File: config.mk
export PLATFORM = sky130hd
export DESIGN_NAME = nh_lcd_bus_responder
export DESIGN_NICKNAME = d
export VERILOG_FILES = /design/src/rtl/nh_lcd_bus_responder.sv
export SDC_FILE = /design/constraint.sdc
export NUM_CORES = 1
export LEC_CHECK = 0
export BUFFER_PORTS_ARGS = -buffer_cell sky130_fd_sc_hd__buf_2
export CORE_MARGIN = 3
export CORE_UTILIZATION = 40
export DETAILED_ROUTE_END_ITERATION = 6
export PLACE_DENSITY = 0.59
export SLEW_MARGIN = 15
export SYNTH_ARGS = -nofsm -noshare
export SYNTH_HDL_FRONTEND = slang
export SYNTH_SLANG_ARGS = --single-unit
File: constraint.sdc
create_clock -name clk -period 4.6 [get_ports clk]
set_input_delay 0.23 -clock clk [delete_from_list [all_inputs] [get_ports clk]]
set_output_delay 0.23 -clock clk [all_outputs]
set_load 0.005 [all_outputs]
File: src/rtl/nh_lcd_bus_responder.sv
// Bus-functional display model for the 8080-style 8-bit LCD bus: decodes CASET/PASET/RAMWR/RDID.
// Optional read path and RDID are built only when NH_LCD_RESPONDER_READ_EN is defined.
module nh_lcd_bus_responder #(
  parameter int          MAX_COL  = 239,
  parameter int          MAX_ROW  = 319,
  parameter logic [23:0] ID_VALUE = 24'h009341
) (
  input  logic        clk,
  input  logic        rst,
  input  logic        i_cs_n,
  input  logic        i_wr_n,
  input  logic        i_rd_n,
  input  logic        i_dc,
  input  logic [7:0]  i_data,
  output logic [7:0]  o_data,
  output logic        o_data_oe,
  output logic [7:0]  o_cmd,
  output logic        o_cmd_stb,
  output logic        o_pix_stb,
  output logic [15:0] o_pix_data,
  output logic [8:0]  o_pix_x,
  output logic [8:0]  o_pix_y,
  output logic [31:0] debug
);

  typedef enum logic [3:0] {
    ST_IDLE  = 4'd0,
    ST_CASET = 4'd1,
    ST_PASET = 4'd2,
    ST_RAMWR = 4'd3,
    ST_RDID  = 4'd4
  } state_t;

  localparam logic [8:0] MAX_COL_V = 9'(MAX_COL);
  localparam logic [8:0] MAX_ROW_V = 9'(MAX_ROW);

  state_t      state, state_nxt;
  logic [1:0]  cs_sy, wr_sy, rd_sy, dc_sy;
  logic [7:0]  d_sy1, d_sy2;
  logic        cs_s, wr_s, rd_s;
  logic        wr_q, conflict, conflict_q, quiet, wr_edge;
  logic        wr_evt, wr_dc;
  logic [7:0]  wr_byte;
  logic [7:0]  err_cnt;
  logic [2:0]  idx;
  logic [7:0]  p0, p1, p2, hi;
  logic        phase;
  logic [8:0]  col_start, col_end, row_start, row_end, x, y;
  logic [8:0]  lim, s_clamp, e_clamp, e_fix;
  logic [15:0] p_start, p_end;

  assign cs_s = cs_sy[1];
  assign wr_s = wr_sy[1];
  assign rd_s = rd_sy[1];

  // Both strobes low is a host protocol error; edges around it are discarded.
  assign conflict = ~wr_s & ~rd_s & ~cs_s;
  assign quiet    = conflict | conflict_q;
  assign wr_edge  = wr_s & ~wr_q & ~cs_s & ~quiet;

  always_ff @(posedge clk or posedge rst) begin
    if (rst) begin
      cs_sy      <= 2'b11;
      wr_sy      <= 2'b11;
      rd_sy      <= 2'b11;
      dc_sy      <= 2'b00;
      d_sy1      <= '0;
      d_sy2      <= '0;
      wr_q       <= 1'b1;
      conflict_q <= 1'b0;
      wr_evt     <= 1'b0;
      wr_dc      <= 1'b0;
      wr_byte    <= '0;
    end else begin
      cs_sy      <= {cs_sy[0], i_cs_n};
      wr_sy      <= {wr_sy[0], i_wr_n};
      rd_sy      <= {rd_sy[0], i_rd_n};
      dc_sy      <= {dc_sy[0], i_dc};
      d_sy1      <= i_data;
      d_sy2      <= d_sy1;
      wr_q       <= wr_s;
      conflict_q <= conflict;
      wr_evt     <= wr_edge;
      wr_dc      <= dc_sy[1];
      wr_byte    <= d_sy2;
    end
  end

`ifdef NH_LCD_RESPONDER_READ_EN
  logic       rd_q, rds_edge, rde_edge, rds_evt, rde_evt, rd_active;
  logic [7:0] id_byte;

  assign rds_edge = ~rd_s & rd_q & ~cs_s & ~quiet;
  // Read-end is not gated by cs so an open read can always close.
  assign rde_edge = rd_s & ~rd_q;

  always_comb begin
    id_byte = 8'h00;
    case (idx)
      3'd1:    id_byte = ID_VALUE[23:16];
      3'd2:    id_byte = ID_VALUE[15:8];
      3'd3:    id_byte = ID_VALUE[7:0];
      default: id_byte = 8'h00;
    endcase
  end

  always_ff @(posedge clk or posedge rst) begin
    if (rst) begin
      rd_q    <= 1'b1;
      rds_evt <= 1'b0;
      rde_evt <= 1'b0;
    end else begin
      rd_q    <= rd_s;
      rds_evt <= rds_edge;
      rde_evt <= rde_edge;
    end
  end
`else
  assign o_data    = 8'h00;
  assign o_data_oe = 1'b0;
`endif

  always_ff @(posedge clk or posedge rst) begin
    if (rst) state <= ST_IDLE;
    else     state <= state_nxt;
  end

  always_comb begin
    state_nxt = state;
    if (wr_evt && !wr_dc) begin
      case (wr_byte)
        8'h2A:   state_nxt = ST_CASET;
        8'h2B:   state_nxt = ST_PASET;
        8'h2C:   state_nxt = ST_RAMWR;
`ifdef NH_LCD_RESPONDER_READ_EN
        8'h04:   state_nxt = ST_RDID;
`endif
        default: state_nxt = ST_IDLE;
      endcase
    end
  end

  // Window bounds from the 4th parameter byte: clamp, then end never below start.
  always_comb begin
    lim     = (state == ST_CASET) ? MAX_COL_V : MAX_ROW_V;
    p_start = {p0, p1};
    p_end   = {p2, wr_byte};
    s_clamp = (p_start > {7'd0, lim}) ? lim : p_start[8:0];
    e_clamp = (p_end > {7'd0, lim}) ? lim : p_end[8:0];
    e_fix   = (e_clamp < s_clamp) ? s_clamp : e_clamp;
  end

  always_ff @(posedge clk or posedge rst) begin
    if (rst) begin
      o_cmd      <= '0;
      o_cmd_stb  <= 1'b0;
      o_pix_stb  <= 1'b0;
      o_pix_data <= '0;
      o_pix_x    <= '0;
      o_pix_y    <= '0;
      err_cnt    <= '0;
      idx        <= '0;
      p0         <= '0;
      p1         <= '0;
      p2         <= '0;
      hi         <= '0;
      phase      <= 1'b0;
      col_start  <= '0;
      col_end    <= MAX_COL_V;
      row_start  <= '0;
      row_end    <= MAX_ROW_V;
      x          <= '0;
      y          <= '0;
`ifdef NH_LCD_RESPONDER_READ_EN
      o_data     <= '0;
      o_data_oe  <= 1'b0;
      rd_active  <= 1'b0;
`endif
    end else begin
      o_cmd_stb <= 1'b0;
      o_pix_stb <= 1'b0;
      if (conflict && !conflict_q && err_cnt != 8'hFF) err_cnt <= err_cnt + 8'd1;

`ifdef NH_LCD_RESPONDER_READ_EN
      if (conflict) begin
        o_data_oe <= 1'b0;
        o_data    <= '0;
        rd_active <= 1'b0;
      end else if (rds_evt) begin
        rd_active <= 1'b1;
        o_data_oe <= 1'b1;
        o_data    <= (state == ST_RDID) ? id_byte : 8'h00;
      end else if (rde_evt && rd_active) begin
        rd_active <= 1'b0;
        o_data_oe <= 1'b0;
        o_data    <= '0;
        if (state == ST_RDID && idx != 3'd4) idx <= idx + 3'd1;
      end
`endif

      // Write handling comes last so a command wins over a same-cycle read end.
      if (wr_evt) begin
        if (!wr_dc) begin
          o_cmd     <= wr_byte;
          o_cmd_stb <= 1'b1;
          idx       <= '0;
          phase     <= 1'b0;
          x         <= col_start;
          y         <= row_start;
        end else begin
          case (state)
            ST_CASET, ST_PASET: begin
              case (idx)
                3'd0: p0 <= wr_byte;
                3'd1: p1 <= wr_byte;
                3'd2: p2 <= wr_byte;
                3'd3: begin
                  if (state == ST_CASET) begin
                    col_start <= s_clamp;
                    col_end   <= e_fix;
                  end else begin
                    row_start <= s_clamp;
                    row_end   <= e_fix;
                  end
                end
                default: ;
              endcase
              if (idx != 3'd4) idx <= idx + 3'd1;
            end
            ST_RAMWR: begin
              if (!phase) begin
                hi    <= wr_byte;
                phase <= 1'b1;
              end else begin
                o_pix_stb  <= 1'b1;
                o_pix_data <= {hi, wr_byte};
                o_pix_x    <= x;
                o_pix_y    <= y;
                phase      <= 1'b0;
                if (x == col_end) begin
                  x <= col_start;
                  y <= (y == row_end) ? row_start : y + 9'd1;
                end else begin
                  x <= x + 9'd1;
                end
              end
            end
            default: ;
          endcase
        end
      end
    end
  end

  assign debug = {8'h00, err_cnt, o_cmd, 1'b0, idx, state};

endmodule

==> out/qor.yml <==
seq_area_mm2: 0.004531
yosysTopAreaCell: "dfrtp_1"
crit_top_cell: "ha_1"
grt_pass1_wl_um: 29260
diodes: 0
top_usage_layer: "met2"
finClkSkew_ns: 0.01004
drt_iter0_markers: 239
r2r-start: "state[1]"
leakagePower_uw: 0.004559
crit_path_max_fanout: 11
dieArea_mm2: 0.02192
ant_nets: 0
start_util_pct: 41.07
drive_above_1_share_pct: 28.55
use_met3_pct: 4.113
port_buffers: 78
vias_per_cell: 5.055
holdWs_ns: 0.08968
grt.met1_usage_pct: 22.65
grt_pass1_vias: 5416
crit_chain: "inv_1 -> ha_1 -> inv_1 -> ha_1 -> a21o_1 -> a221o_1 -> a21o_1 -> mux2_2 -> ha_1 -> nand4_1 -> nor4_1 -> o311ai_1 -> nand3b_1 -> buf_4 -> mux2_2 -> o21ai_0"
hold_path.class: "in2async"
max_freq_mhz: 235.2
die_w_um: 148.1
synth_seq_cells: 180
num_rows: 51
slew_viol_final: 0
cts_htree_levels: 4
reg2regPathDepth: 16
grt.total_usage_pct: 16.88
grt_antenna_before_repair: 0
cts_made_buffers: 17
synthCells: 712
cts.sinks: 180
root_buffer: "clkbuf_16"
crit_buf_inv: 3
ys_types: 60
yosys_warnings: 0
tns_ns: 0
routedWlPerCell_um: 16.52
synth_area_mm2: 0.008071
max-vdd-ir-drop_mv: 0.2568
die_h_um: 148.1
max-cap-violations: 0
cp_top_family: "compound AO/OA/AOI/OAI gates"
worst-slew-pin-transition_ns: 1.021
fin_crit_sh_pct: 92.42
critPathLaunchType: "register"
synth.top_cell.area_share_pct: 49.29
ys.flop_type: "dfrtp_1"
critical_path_class: "reg2reg"
async_flop_share_pct: 100.0
grt.overflow.total: 0
final_cell_mix: "159 x dfrtp_1, 96 x nand2_1, 78 x buf_2"
finalSetupViolCount: 0
nNetsFinal: 843
grt_util_met2_pct: 27.24
drt_pass1_iterations: 4
r2r_slack_ns: 0.35
cp.arrival_ns: 4.58
cts_tree: "yes"
fin_util_pct: 47.81
nFillCells: 1898
powerDensity_mw_per_mm2: 387.3
seq_area_frac_synth_pct: 56.13
core_area_mm2: 0.01965
io_pins: 99
dpl_cell_area_mm2: 0.008677
synth_area_leaders: "dfrtp_1 49%, mux2_2 9.1%, dfstp_2 6.8%"
dp_hpwl_um: 12390
status: "completed"
clk_path_buf_depth: 2
critPathSlowestCell: "dfrtp_1"
place_ws_ns: 0.1738
critical_path_required_ns: 4.93
max_stage_delay_ns: 0.40
period_needed_ns: 4.252
clk_pin_slew_ns: 0.07
final_common_cell: "dfrtp_1"
synth_edf_count: 0
syn2layout_area_growth_pct: 16.42
hold_viol: 0
slew_headroom_pct: 31.83
multiInputGateArea_mm2: 0.003206
gp_congestion: 0.9041
drc: 0
wl_um: 17860
stdcell_area_mm2: 0.009397
endpoint_kind: "register"
syn_avg_cell_area_um2: 11.34
grt_max_degree: 181
r2r-end: "col_end[5]"
vias: 5464
clk-insertion-delay-late_ns: 0.43
finalWorstSetupSlack_ns: 0.3485
synth_stat cells (all sizes together), types with 9 or more instances:
| cell | count |
|---|---|
| o21ai | 62 |
| buf | 38 |
| xnor2 | 23 |
| mux2 | 69 |
| ha | 25 |
| nand4 | 11 |
| dfstp | 21 |
| nor3 | 9 |
| nor2 | 29 |
| inv | 24 |
| clkbuf | 17 |
| nand2 | 99 |
| dfrtp | 159 |
| mux2i | 9 |
| a21oi | 23 |
| nand3 | 17 |
per-layer routing:
metal	share of wire (%)	vias to the layer above	wire length (um)
li1	-	2599	-
met1	45	2733	8108
met4	1.7	0	307
met3	4.0	19	713
met5	0	-	0
met2	49	113	8732
sequential cells by signal, indices dropped and copies added, names as in the netlist, 3 cells and up:
signal,flops
o_pix_data,16
col_end,9
col_start,9
o_pix_x,9
o_pix_y,9
row_end,9
row_start,9
x,9
y,9
d_sy1,8
d_sy2,8
err_cnt,8
hi,8
o_cmd,8
p0,8
p1,8
p2,8
wr_byte,8
idx,3
where the power goes:
group	total, uW	switching, uW	internal, uW	leakage, uW
logic	441	244	198	0.00194
clock network	1420	654	762	0.000285
registers	1780	110	1670	0.00234
total	3640	1010	2630	0.00456
how the worst max path moves through the flow:
stage	from	endpoint	slack, ns	cells past startpoint
3_5_place_dp	state[1]	col_end[5]	0.17	18
2_1_floorplan	state[1]	col_end[3]	0.71	17
3_3_place_gp	state[1]	col_end[5]	0.36	18
4_1_cts	state[1]	col_end[5]	0.14	18
6_report	state[1]	col_end[5]	0.35	16
5_1_grt	state[1]	col_end[5]	-0.04	16
tightest hold or removal path, cell delays in order:
cell,delay [ns]
buf_2,0.11
clkinvlp_4,0.07
buf_12,0.65
what timing repair did:
item | in CTS | in global routing
hold buffers | 12 | 0
setup buffers | 0 | 2
hold endpoints to repair | 12 | 0
resized for setup | 0 | 1
endpoints found under the setup margin | 0 | 15
cell families (layout without fill, tap and decap cells):
logic type / after synthesis / count (layout) / share of synthesized area [%]
fa+ha+maj: 25 / 25 / 3.875
mux: 78 / 78 / 10.93
buf+inv: 80 / 165 / 5.332
simple gates: 193 / 193 / 10.84
flops: 180 / 180 / 56.13
xor+xnor: 29 / 29 / 3.147
other cells: 1 / 20 / 0.04646
compound gates: 126 / 126 / 9.704
per-stage QoR:
step	total power [uW]	cells
3_5_place_dp	2243	1036
3_3_place_gp	2224	1036
2_1_floorplan	2097	731
6_report	3639	1081
4_1_cts	3683	1079
5_1_grt	3838	1081
final cells by class:
| type | instances | area share (%) |
|---|---|---|
| timing repair buffer | 109 | 7.084 |
| clock inverter | 14 | 1.491 |
| clock buffer | 17 | 4.527 |
| inverter | 25 | 1.039 |
| tap | 265 | 3.529 |
| sequential | 180 | 48.22 |
| multi-input combinational | 471 | 34.11 |
Note: power is estimated with default switching activity, not from simulation.
